`src/rtl/eth_rx_header_writer.sv`:
```
// Receive front end: packs frame bytes big-endian into words, writes the first HDR_WORDS words
// of each frame into a ring of header slots and queues completed frames for the CPU.
// Define ETH_RX_DROP_STATS_EN to add saturating drop/error counters with a clear input.
module eth_rx_header_writer #(
    parameter int         HDR_WORDS = 4,
    parameter int         NSLOTS    = 4,
    parameter logic [9:0] BASE_ADDR = 10'h000
) (
    input  logic        clock,
    input  logic        resetN,
    input  logic [7:0]  rxByte,
    input  logic        rxValid,
    input  logic        rxSof,
    input  logic        rxEof,
    input  logic        rxErr,
    output logic [9:0]  receiverAddress,
    output logic [31:0] receiverData,
    output logic        receiverWrite,
    output logic        frameReady,
    output logic [9:0]  frameAddr,
    output logic [10:0] frameLen,
    input  logic        frameAck
`ifdef ETH_RX_DROP_STATS_EN
    ,
    input  logic        statsClear,
    output logic [15:0] dropCount,
    output logic [15:0] errCount
`endif
);

    localparam int SW  = (NSLOTS > 1) ? $clog2(NSLOTS) : 1;
    localparam int CW  = SW + 1;
    localparam int WIW = $clog2(HDR_WORDS + 1);
    localparam logic [WIW-1:0] HDR_LIMIT  = WIW'(HDR_WORDS);
    localparam logic [CW-1:0]  SLOTS_FULL = CW'(NSLOTS);

    typedef enum logic [1:0] {IDLE, RECV, FLUSH, DROP} state_t;

    function automatic logic [10:0] sat_len(input logic [10:0] v);
        return (v == 11'h7FF) ? v : v + 11'd1;
    endfunction

    function automatic logic [15:0] sat_stat(input logic [15:0] v);
        return (v == 16'hFFFF) ? v : v + 16'd1;
    endfunction

    function automatic logic [9:0] slot_addr(input logic [SW-1:0] slot, input logic [WIW-1:0] idx);
        logic [31:0] a;
        a = 32'(BASE_ADDR) + 32'(slot) * 32'(HDR_WORDS) + 32'(idx);
        return a[9:0];
    endfunction

    // Lane 0 starts a fresh word, so earlier bytes never leak into a new word.
    function automatic logic [31:0] pack_byte(input logic [31:0] acc, input logic [1:0] lane,
                                              input logic [7:0] b);
        logic [31:0] r;
        case (lane)
            2'd0:    r = {b, 24'h0};
            2'd1:    r = {acc[31:24], b, 16'h0};
            2'd2:    r = {acc[31:16], b, 8'h0};
            default: r = {acc[31:8], b};
        endcase
        return r;
    endfunction

    state_t          state;
    logic [10:0]     byteCnt;
    logic [WIW-1:0]  wordIdx;
    logic [1:0]      lane;
    logic [31:0]     acc;
    logic            errHeld;
    logic [SW-1:0]   wrSlot;
    logic [SW-1:0]   rdSlot;
    logic [CW-1:0]   count;
    logic [10:0]     lenMem [NSLOTS];

    logic            vld_p1;
    logic [9:0]      wrAddr_p1;
    logic [31:0]     wrData_p1;

    logic [31:0]     accNext;
    logic [1:0]      laneNext;
    logic            hdrOpen;
    logic            full;
    logic            startFrame;
    logic            flushOnEof;
    logic            commit;
    logic            ackTake;
    logic [10:0]     commitLen;

    always_comb begin
        accNext    = pack_byte(acc, lane, rxByte);
        laneNext   = lane + 2'd1;
        hdrOpen    = (wordIdx < HDR_LIMIT);
        full       = (count == SLOTS_FULL);
        startFrame = rxValid && rxSof && ((state == IDLE && !full) || state == RECV);
        flushOnEof = (laneNext != 2'd0) && hdrOpen;
        ackTake    = frameAck && (count != '0);
        commit     = 1'b0;
        commitLen  = byteCnt;
        if (state == RECV && rxValid && !rxSof && rxEof && !flushOnEof && !rxErr) begin
            commit    = 1'b1;
            commitLen = sat_len(byteCnt);
        end else if (state == FLUSH && !errHeld) begin
            commit = 1'b1;
        end
    end

    // Stage p0 -> p1: byte accept, word assembly and registered memory write
    always_ff @(posedge clock or negedge resetN) begin
        if (!resetN) begin
            state     <= IDLE;
            byteCnt   <= '0;
            wordIdx   <= '0;
            lane      <= '0;
            acc       <= '0;
            errHeld   <= 1'b0;
            vld_p1    <= 1'b0;
            wrAddr_p1 <= '0;
            wrData_p1 <= '0;
        end else begin
            vld_p1 <= 1'b0;
            if (startFrame) begin
                // A SOF inside RECV abandons the old frame and reuses the same slot.
                byteCnt <= 11'd1;
                wordIdx <= '0;
                lane    <= 2'd1;
                acc     <= {rxByte, 24'h0};
                if (rxEof) begin
                    vld_p1    <= 1'b1;
                    wrAddr_p1 <= slot_addr(wrSlot, '0);
                    wrData_p1 <= {rxByte, 24'h0};
                    errHeld   <= rxErr;
                    state     <= FLUSH;
                end else begin
                    state <= RECV;
                end
            end else begin
                case (state)
                    IDLE: begin
                        if (rxValid && rxSof)
                            state <= rxEof ? IDLE : DROP;
                    end
                    RECV: begin
                        if (rxValid) begin
                            byteCnt <= sat_len(byteCnt);
                            acc     <= accNext;
                            lane    <= laneNext;
                            if (laneNext == 2'd0 && hdrOpen) begin
                                vld_p1    <= 1'b1;
                                wrAddr_p1 <= slot_addr(wrSlot, wordIdx);
                                wrData_p1 <= accNext;
                                wordIdx   <= wordIdx + WIW'(1);
                            end
                            if (rxEof) begin
                                if (flushOnEof) begin
                                    vld_p1    <= 1'b1;
                                    wrAddr_p1 <= slot_addr(wrSlot, wordIdx);
                                    wrData_p1 <= accNext;
                                    errHeld   <= rxErr;
                                    state     <= FLUSH;
                                end else begin
                                    state <= IDLE;
                                end
                            end
                        end
                    end
                    FLUSH: begin
                        state <= IDLE;
                    end
                    default: begin
                        if (rxValid && rxEof)
                            state <= IDLE;
                    end
                endcase
            end
        end
    end

    // Frame queue: commit pushes at wrSlot, acknowledge pops at rdSlot
    always_ff @(posedge clock or negedge resetN) begin
        if (!resetN) begin
            wrSlot <= '0;
            rdSlot <= '0;
            count  <= '0;
            for (int i = 0; i < NSLOTS; i++)
                lenMem[i] <= '0;
        end else begin
            if (commit) begin
                lenMem[wrSlot] <= commitLen;
                wrSlot         <= wrSlot + SW'(1);
            end
            if (ackTake)
                rdSlot <= rdSlot + SW'(1);
            count <= count + CW'(commit) - CW'(ackTake);
        end
    end

    assign receiverWrite   = vld_p1;
    assign receiverAddress = wrAddr_p1;
    assign receiverData    = wrData_p1;
    assign frameReady      = (count != '0);
    assign frameAddr       = slot_addr(rdSlot, '0);
    assign frameLen        = lenMem[rdSlot];

`ifdef ETH_RX_DROP_STATS_EN
    logic dropEvent;
    logic errEvent;

    always_comb begin
        dropEvent = (state == IDLE) && rxValid && rxSof && full;
        errEvent  = (state == FLUSH && errHeld) ||
                    (state == RECV && rxValid && (rxSof || (rxEof && rxErr && !flushOnEof)));
    end

    always_ff @(posedge clock or negedge resetN) begin
        if (!resetN) begin
            dropCount <= '0;
            errCount  <= '0;
        end else if (statsClear) begin
            dropCount <= '0;
            errCount  <= '0;
        end else begin
            if (dropEvent)
                dropCount <= sat_stat(dropCount);
            if (errEvent)
                errCount <= sat_stat(errCount);
        end
    end
`endif

endmodule

```
`config.mk`:
```
export PLATFORM = sky130hd
export DESIGN_NAME = eth_rx_header_writer
export DESIGN_NICKNAME = d
export VERILOG_FILES = /design/src/rtl/eth_rx_header_writer.sv
export SDC_FILE = /design/constraint.sdc
export NUM_CORES = 1
export LEC_CHECK = 0
export BUFFER_PORTS_ARGS = -buffer_cell sky130_fd_sc_hd__buf_2
export CAP_MARGIN = 10
export CELL_PAD_IN_SITES_DETAIL_PLACEMENT = 0
export CELL_PAD_IN_SITES_GLOBAL_PLACEMENT = 1
export CORE_MARGIN = 2
export CORE_UTILIZATION = 46
export CTS_CLUSTER_DIAMETER = 50
export CTS_CLUSTER_SIZE = 14
export DETAILED_ROUTE_END_ITERATION = 7
export HOLD_SLACK_MARGIN = 0.05
export PLACE_DENSITY_LB_ADDON = 0.08
export SETUP_SLACK_MARGIN = 0.1
export SYNTH_ARGS = -nofsm -noshare
export SYNTH_HDL_FRONTEND = slang
export SYNTH_SLANG_ARGS = --single-unit
```
`constraint.sdc`:
```
create_clock -name clock -period 3.1 [get_ports clock]
set_input_delay 0.62 -clock clock [delete_from_list [all_inputs] [get_ports clock]]
set_output_delay 0.62 -clock clock [all_outputs]
set_load 0.005 [all_outputs]
```
==> flow_metrics.env, run 1 <==
export IMPL_place_gp_congestion=0.822
export IMPL_cts_tree="yes"
export IMPL_drt_iter0_drc=354
export IMPL_ys_seq_area_share_pct=51.3
export IMPL_outcome="finished clean"
export IMPL_slew_violations=0
export IMPL_worstSetupPathType="reg2reg"
export IMPL_yosys_top_cells_area="dfrtp_1 51%, a21oi_1 4.7%, o21ai_0 4.1%"
export IMPL_power_internal_mw=4.76
export IMPL_period_needed_ps=2570
export IMPL_final_core_util_pct=54.6
export IMPL_postCtsSetupBuffers=0
export IMPL_grt_pass1_wl_um=29400
export IMPL_maxCapViolations=0
export IMPL_synthArstFlopShare_pct=100
export IMPL_io_buffers=71
export IMPL_io_pins=80
export IMPL_routed_wl_um=17600
export IMPL_hold_viol=0
export IMPL_worstMarginPinSlew_ps=732
export IMPL_h_tree_depth=4
export IMPL_clock_path_buffers=2
export IMPL_drc=0
export IMPL_synth_cells=631
export IMPL_vdd_ir_drop_max_uv=479
export IMPL_fp_row_count=44
export IMPL_wl_met2_um=8700
export IMPL_cp_start_kind="register"
export IMPL_vias_per_cell=6.04
export IMPL_yosysTopAreaCellShare_pct=51.3
export IMPL_setup_tns_final_ps=0
export IMPL_fmax_ghz=0.389
export IMPL_grt_pass1_vias=5505
export IMPL_synth_top_cells_by_count="137 x dfrtp_1, 63 x a21oi_1, 55 x o21ai_0"
export IMPL_p_leak_nw=3.53
export IMPL_crit_fanout=9
export IMPL_startpoint="lane[0]"
export IMPL_grt_use_total_pct=23.7
export IMPL_fillers=1274
export IMPL_worstPathRequired_ps=3440
export IMPL_start_util_pct=46.5
export IMPL_critPathCaptureType="register"
export IMPL_yosysTopAreaCell="dfrtp_1"
export IMPL_cts_made_buffers=17
export IMPL_yosys_warnings=0
export IMPL_rrSetupSlack_ps=530
export IMPL_drive_gt1_share_pct=22.2
export IMPL_syn_mean_instance_area_um2=10.6
export IMPL_timing_rr_end="count[2]"
export IMPL_antennaDiodeCount=0
export IMPL_synth_edf_count=0
export IMPL_reg2reg_from="lane[0]"
export IMPL_rsz0062_at_grt="false"
export IMPL_die_w_um=125
export IMPL_synthDistinctLibCells=72
export IMPL_top_layer_used="met4"
export IMPL_grt_max_degree=78
export IMPL_route_met3_wl_um=844
export IMPL_power_frac_seq_pct=37.1
export IMPL_r2r_cells=11
export IMPL_synth_most_common_cell="dfrtp_1"
export IMPL_ant_nets=0
export IMPL_finalCritPeriodShare_pct=82.8
export IMPL_setup_violations=0
export IMPL_postCtsHoldBufs=0
export IMPL_syn_area_mm2=0.00668
export IMPL_fin_hold_ws_ps=232
export IMPL_fin_skew_ps=6.32
export IMPL_synthFlopType="dfrtp_1"
export IMPL_synth_seq_cells=137
export IMPL_nets=725
export IMPL_first_pass_iters=4
export IMPL_synthToLayoutAreaGrowth_pct=17.4
export IMPL_antenna_found_initial=0
export IMPL_wl_met1_um=7700
export IMPL_die_area_mm2=0.0155
export IMPL_p_clk_share_pct=30.6
export IMPL_p_switching_mw=2.48
export IMPL_cts_clk_slew_worst_paths_ps=60
export IMPL_p_per_area_mw_per_mm2=922
export IMPL_place_hpwl_um=12200
export IMPL_combPwrFrac_pct=32.3
export IMPL_die_h_um=125
export IMPL_vias=5390
export IMPL_core_area_mm2=0.0144
export IMPL_critPathArrivalTime_ps=2910
export IMPL_cts_repair_resized=0
export IMPL_p_sw_share_pct=34.2
export IMPL_grt_overflow=0
export IMPL_wl_per_cell_um=19.7
export IMPL_clk_latency_ps=420
export IMPL_hold_class="in2async"
export IMPL_cts_num_sinks=137
export IMPL_clockRootBuffer="clkbuf_16"
export IMPL_maxSlewHeadroom_pct=51.2
per-stage QoR:
stage                     std cells  area (µm²)  setup slack [ps]  power (mW)
after floorplan                 638        6710               245        4.22
after global placement          860        7200               509        4.99
after detailed placement        860        7200               448        5.06
after CTS                       892        7850               493        7.28
after global routing            892        7850               345        7.69
final                           892        7850               532        7.23
metal layers:
layer / vias up / GRT usage (%)
met1: 2722 / 31.3
li1: 2488 / -
met2: 151 / 38.6
met4: 0 / 8.72
met5: - / 0
met3: 29 / 5.03
worst max-delay path, cell delays in order, from the launching register on:
cell	delay [ps]
dfrtp_1	380
ha_1	380
nor2_1	160
o31ai_2	300
inv_2	60
ha_1	280
inv_1	60
ha_1	140
inv_1	50
fa_1	370
xnor2_1	190
xnor2_1	130
final cells by class:
| class | count | area, µm² | share of cell area (%) |
|---|---|---|---|
| Inverter | 19 | 71.3 | 0.909 |
| Tap cell | 184 | 230 | 2.93 |
| Sequential cell | 137 | 3430 | 43.7 |
| Timing Repair Buffer | 93 | 527 | 6.71 |
| Clock inverter | 13 | 200 | 2.55 |
| Clock buffer | 19 | 443 | 5.65 |
| Multi-Input combinational cell | 427 | 2950 | 37.6 |
sequential cells by signal (all words and copies together) (netlist names), 3 cells and up, named ones only:
signal,flops
lenMem,44
receiverData,25
acc,24
byteCnt,11
receiverAddress,9
count,3
wordIdx,3
logic make-up (layout without fill, tap and decap cells):
| group | after synthesis | count (layout) | synth area share (%) |
|---|---|---|---|
| simple gates | 137 | 137 | 11.3 |
| fa+ha+maj | 15 | 15 | 2.92 |
| other cells | 1 | 8 | 0.0561 |
| compound gates | 250 | 250 | 24.9 |
| flops | 137 | 137 | 51.3 |
| xor+xnor | 5 | 5 | 0.655 |
| buf+inv | 74 | 144 | 5.07 |
| mux | 12 | 12 | 3.87 |
worst max-delay path by stage:
| stage | slack (ps) | endpoint | cells after the start |
|---|---|---|---|
| 6_report | 530 | count[2] | 11 |
| 5_1_grt | 350 | count[2] | 11 |
| 4_1_cts | 490 | count[2] | 11 |
| 3_5_place_dp | 450 | count[2] | 11 |
| 3_3_place_gp | 510 | count[2] | 11 |
| 2_1_floorplan | 250 | count[2] | 11 |
power by group through the flow:
stage	registers (mW)	logic [mW]	clock network (mW)
3_3_place_gp	2.67	2.32	0
2_1_floorplan	2.59	1.63	0
4_1_cts	2.68	2.36	2.24
6_report	2.68	2.34	2.21
3_5_place_dp	2.69	2.36	0
5_1_grt	2.75	2.61	2.33
placed cells by master (no fill, tap or decap), types with 3 or more instances in the layout:
cell type	n
nand3b_1	3
o31ai_1	24
a31oi_1	27
dfrtp_1	137
a22o_1	29
clkbuf_16	17
and3_1	6
bufinv_16	5
nor3_1	13
a41oi_1	3
nand2b_1	4
o21ai_0	55
or3_1	4
buf_2	70
nand3_1	24
buf_4	22
conb_1	8
a221o_1	5
inv_1	18
xnor2_1	4
a22oi_1	8
a2bb2oi_1	4
nor2_1	26
nand2_1	32
clkinv_2	5
a21oi_1	62
ha_1	14
o2bb2ai_1	10
mux4_2	11
Power figures use the tool's default switching activity.
==> run 2: changes to the inputs <==
--- a/config.mk
+++ b/config.mk
@@ -5,12 +5,13 @@
 export SDC_FILE = /design/constraint.sdc
 export NUM_CORES = 1
 export LEC_CHECK = 0
+export ABC_AREA = 1
 export BUFFER_PORTS_ARGS = -buffer_cell sky130_fd_sc_hd__buf_2
 export CAP_MARGIN = 10
 export CELL_PAD_IN_SITES_DETAIL_PLACEMENT = 0
 export CELL_PAD_IN_SITES_GLOBAL_PLACEMENT = 1
 export CORE_MARGIN = 2
-export CORE_UTILIZATION = 46
+export CORE_UTILIZATION = 40
 export CTS_CLUSTER_DIAMETER = 50
 export CTS_CLUSTER_SIZE = 14
 export DETAILED_ROUTE_END_ITERATION = 7
==> constraint.sdc (replaced) <==
create_clock -name clock -period 2.3 [get_ports clock]
set_input_delay 0.46 -clock clock [delete_from_list [all_inputs] [get_ports clock]]
set_output_delay 0.46 -clock clock [all_outputs]
set_load 0.005 [all_outputs]
==> flow_metrics.env, run 2 <==
export IMPL_drc=0
export IMPL_largest_reg_flops=44
export IMPL_setup_violations=0
export IMPL_layout_commonest_cell="nand2_1"
export IMPL_worstMarginPinSlew_ps=593
export IMPL_finalCritPeriodShare_pct=92.1
export IMPL_fin_cells=1143
export IMPL_vias=5763
export IMPL_grt_overflow=0
export IMPL_synthFlopType="dfrtp_1"
export IMPL_synth_edf_count=0
export IMPL_power_mw=10.4
export IMPL_clock_path_buffers=2
export IMPL_fillers=1609
export IMPL_fmax_ghz=0.472
export IMPL_dp_slack_ps=54.1
export IMPL_synthArstFlopShare_pct=100
export IMPL_place_hpwl_um=12600
export IMPL_p_clk_share_pct=29.5
export IMPL_synthDistinctLibCells=40
export IMPL_synth_cells=826
export IMPL_slowest_delay_ps=440
export IMPL_min_path_cells=3
export IMPL_slew_violations=0
export IMPL_syn_mean_instance_area_um2=8.26
export IMPL_use_met2_pct=36.4
export IMPL_cts_tree="yes"
export IMPL_setup_tns_final_ps=0
export IMPL_critPathCaptureType="register"
export IMPL_yosys_top_cells_area="dfrtp_1 50%, nand2_1 15%, o21ai_0 6.8%"
export IMPL_nets=940
export IMPL_die_w_um=135
export IMPL_cp_start_kind="register"
export IMPL_r2r_cells=11
export IMPL_synth_most_common_cell="nand2_1"
export IMPL_power_internal_mw=6.57
export IMPL_die_area_mm2=0.0181
export IMPL_path_cells="inv_2 > nand2_1 > or2_2 > nand2_4 > inv_1 > ha_1 > inv_1 > ha_1 > inv_1 > fa_1 > xnor2_1"
export IMPL_syn_area_mm2=0.00682
export IMPL_crit_fanout=6
export IMPL_die_h_um=135
export IMPL_fin_area_mm2=0.00811
export IMPL_cts_clk_slew_worst_paths_ps=60
export IMPL_p_per_area_mw_per_mm2=1280
export IMPL_grt_pass1_vias=5625
export IMPL_place_gp_congestion=0.844
export IMPL_dp_cells=1109
export IMPL_final_core_util_pct=48.7
export IMPL_vias_per_cell=5.04
export IMPL_yosysTopAreaCellShare_pct=50.3
export IMPL_use_met3_pct=3.53
export IMPL_start_util_pct=41.0
export IMPL_grt_use_total_pct=20.9
export IMPL_critPathArrivalTime_ps=2420
export IMPL_clk_latency_ps=420
export IMPL_antenna_found_initial=0
export IMPL_power_frac_seq_pct=35.8
export IMPL_vdd_ir_drop_max_uv=575
export IMPL_p_leak_nw=4.22
export IMPL_drt_iter0_drc=325
export IMPL_first_pass_iters=5
export IMPL_io_buffers=71
export IMPL_cts_num_sinks=137
export IMPL_layout_common_cells="271 x nand2_1, 136 x dfrtp_1, 93 x o21ai_0"
export IMPL_yosys_warnings=0
export IMPL_h_tree_depth=4
export IMPL_routed_wl_um=18100
export IMPL_layout_setup_ws_ps=183
export IMPL_hold_viol=0
export IMPL_slowest_stage="dfrtp_2"
export IMPL_largest_register="lenMem"
export IMPL_fin_hold_ws_ps=360
export IMPL_drive_gt1_share_pct=18.6
export IMPL_maxCapViolations=0
export IMPL_period_needed_ps=2120
export IMPL_clockRootBuffer="clkbuf_16"
export IMPL_synth_top_cells_by_count="271 x nand2_1, 137 x dfrtp_1, 93 x o21ai_0"
export IMPL_worstPathRequired_ps=2600
export IMPL_wl_per_cell_um=15.9
export IMPL_hold_class="in2reg"
export IMPL_gr_usage_met1_pct=26.5
export IMPL_synthToLayoutAreaGrowth_pct=18.8
export IMPL_outcome="finished clean"
export IMPL_ys_seq_area_share_pct=50.3
export IMPL_p_switching_mw=3.78
export IMPL_combPwrFrac_pct=34.7
export IMPL_core_area_mm2=0.0166
export IMPL_fp_row_count=47
export IMPL_cpMostUsedCell="inv_1"
export IMPL_placed_cell_area_mm2=0.00743
export IMPL_synth_seq_cells=137
export IMPL_io_pins=80
export IMPL_worstSetupPathType="reg2reg"
export IMPL_maxSlewHeadroom_pct=60.4
export IMPL_fin_skew_ps=4.83
export IMPL_yosysTopAreaCell="dfrtp_1"
export IMPL_grt_pass1_wl_um=29300
export IMPL_grt_max_degree=52
export IMPL_busiest_layer="met2"
export IMPL_cts_made_buffers=17
export IMPL_p_sw_share_pct=36.5
export IMPL_ant_nets=0
export IMPL_rsz0062_at_grt="true"
export IMPL_antennaDiodeCount=0
-- run 2: final cells by class --
class,instances,area (µm²),share of cell area [%]
Sequential cell,137,3430,42.3
Multi-Input combinational cell,599,2950,36.3
Timing Repair Buffer,97,572,7.05
Clock buffer,18,439,5.42
Tap cell,220,275,3.40
Inverter,58,225,2.78
Clock inverter,14,219,2.70
-- run 2: worst paths after layout --
| path | from | end | slack, ps |
|---|---|---|---|
| min in group asynchronous | resetN | lenMem[21] | 540 |
| min | rxErr | errHeld | 360 |
| max in group asynchronous | resetN | byteCnt[7] | 1110 |
| min reg2reg | lenMem[24] | lenMem[24] | 470 |
| max | state[0] | count[2] | 180 |
| max reg2reg | state[0] | count[2] | 180 |
-- run 2: logic make-up after synthesis --
logic type	Yosys count	share of synthesized area, %
other	1	0.0550
adder cells (fa/ha/maj)	15	2.86
AO/OA/AOI/OAI	154	12.8
XOR/XNOR	6	0.770
buffers and inverters	97	7.01
AND/OR/NAND/NOR	416	26.3
flip-flops	137	50.3
-- run 2: timing repair --
item	CTS	global route
setup endpoints to repair	0	5
hold endpoints to repair	47	0
setup buffers	0	1
gates resized for setup	0	2
hold buffers	1	0
-- run 2: routing by layer --
metal / routed length [µm] / vias up
met4: 318 / 0
met2: 9360 / 108
met5: 0 / -
met3: 549 / 22
met1: 7910 / 2772
li1: - / 2861
-- run 2: worst max-delay path: cells and delay by family (launching register included) --
family	cells	cell delay (ps)
buf+inv	4	230
simple gates	3	420
xor+xnor	1	140
flops	1	440
fa+ha+maj	3	770
-- run 2: power groups by stage --
stage	clock network [mW]	logic [mW]	registers [mW]
global route	3.23	4.10	3.80
CTS	3.12	3.65	3.69
global placement	0	3.55	3.70
finish	3.06	3.60	3.70
detailed placement	0	3.63	3.72
floorplan	0	2.39	3.67
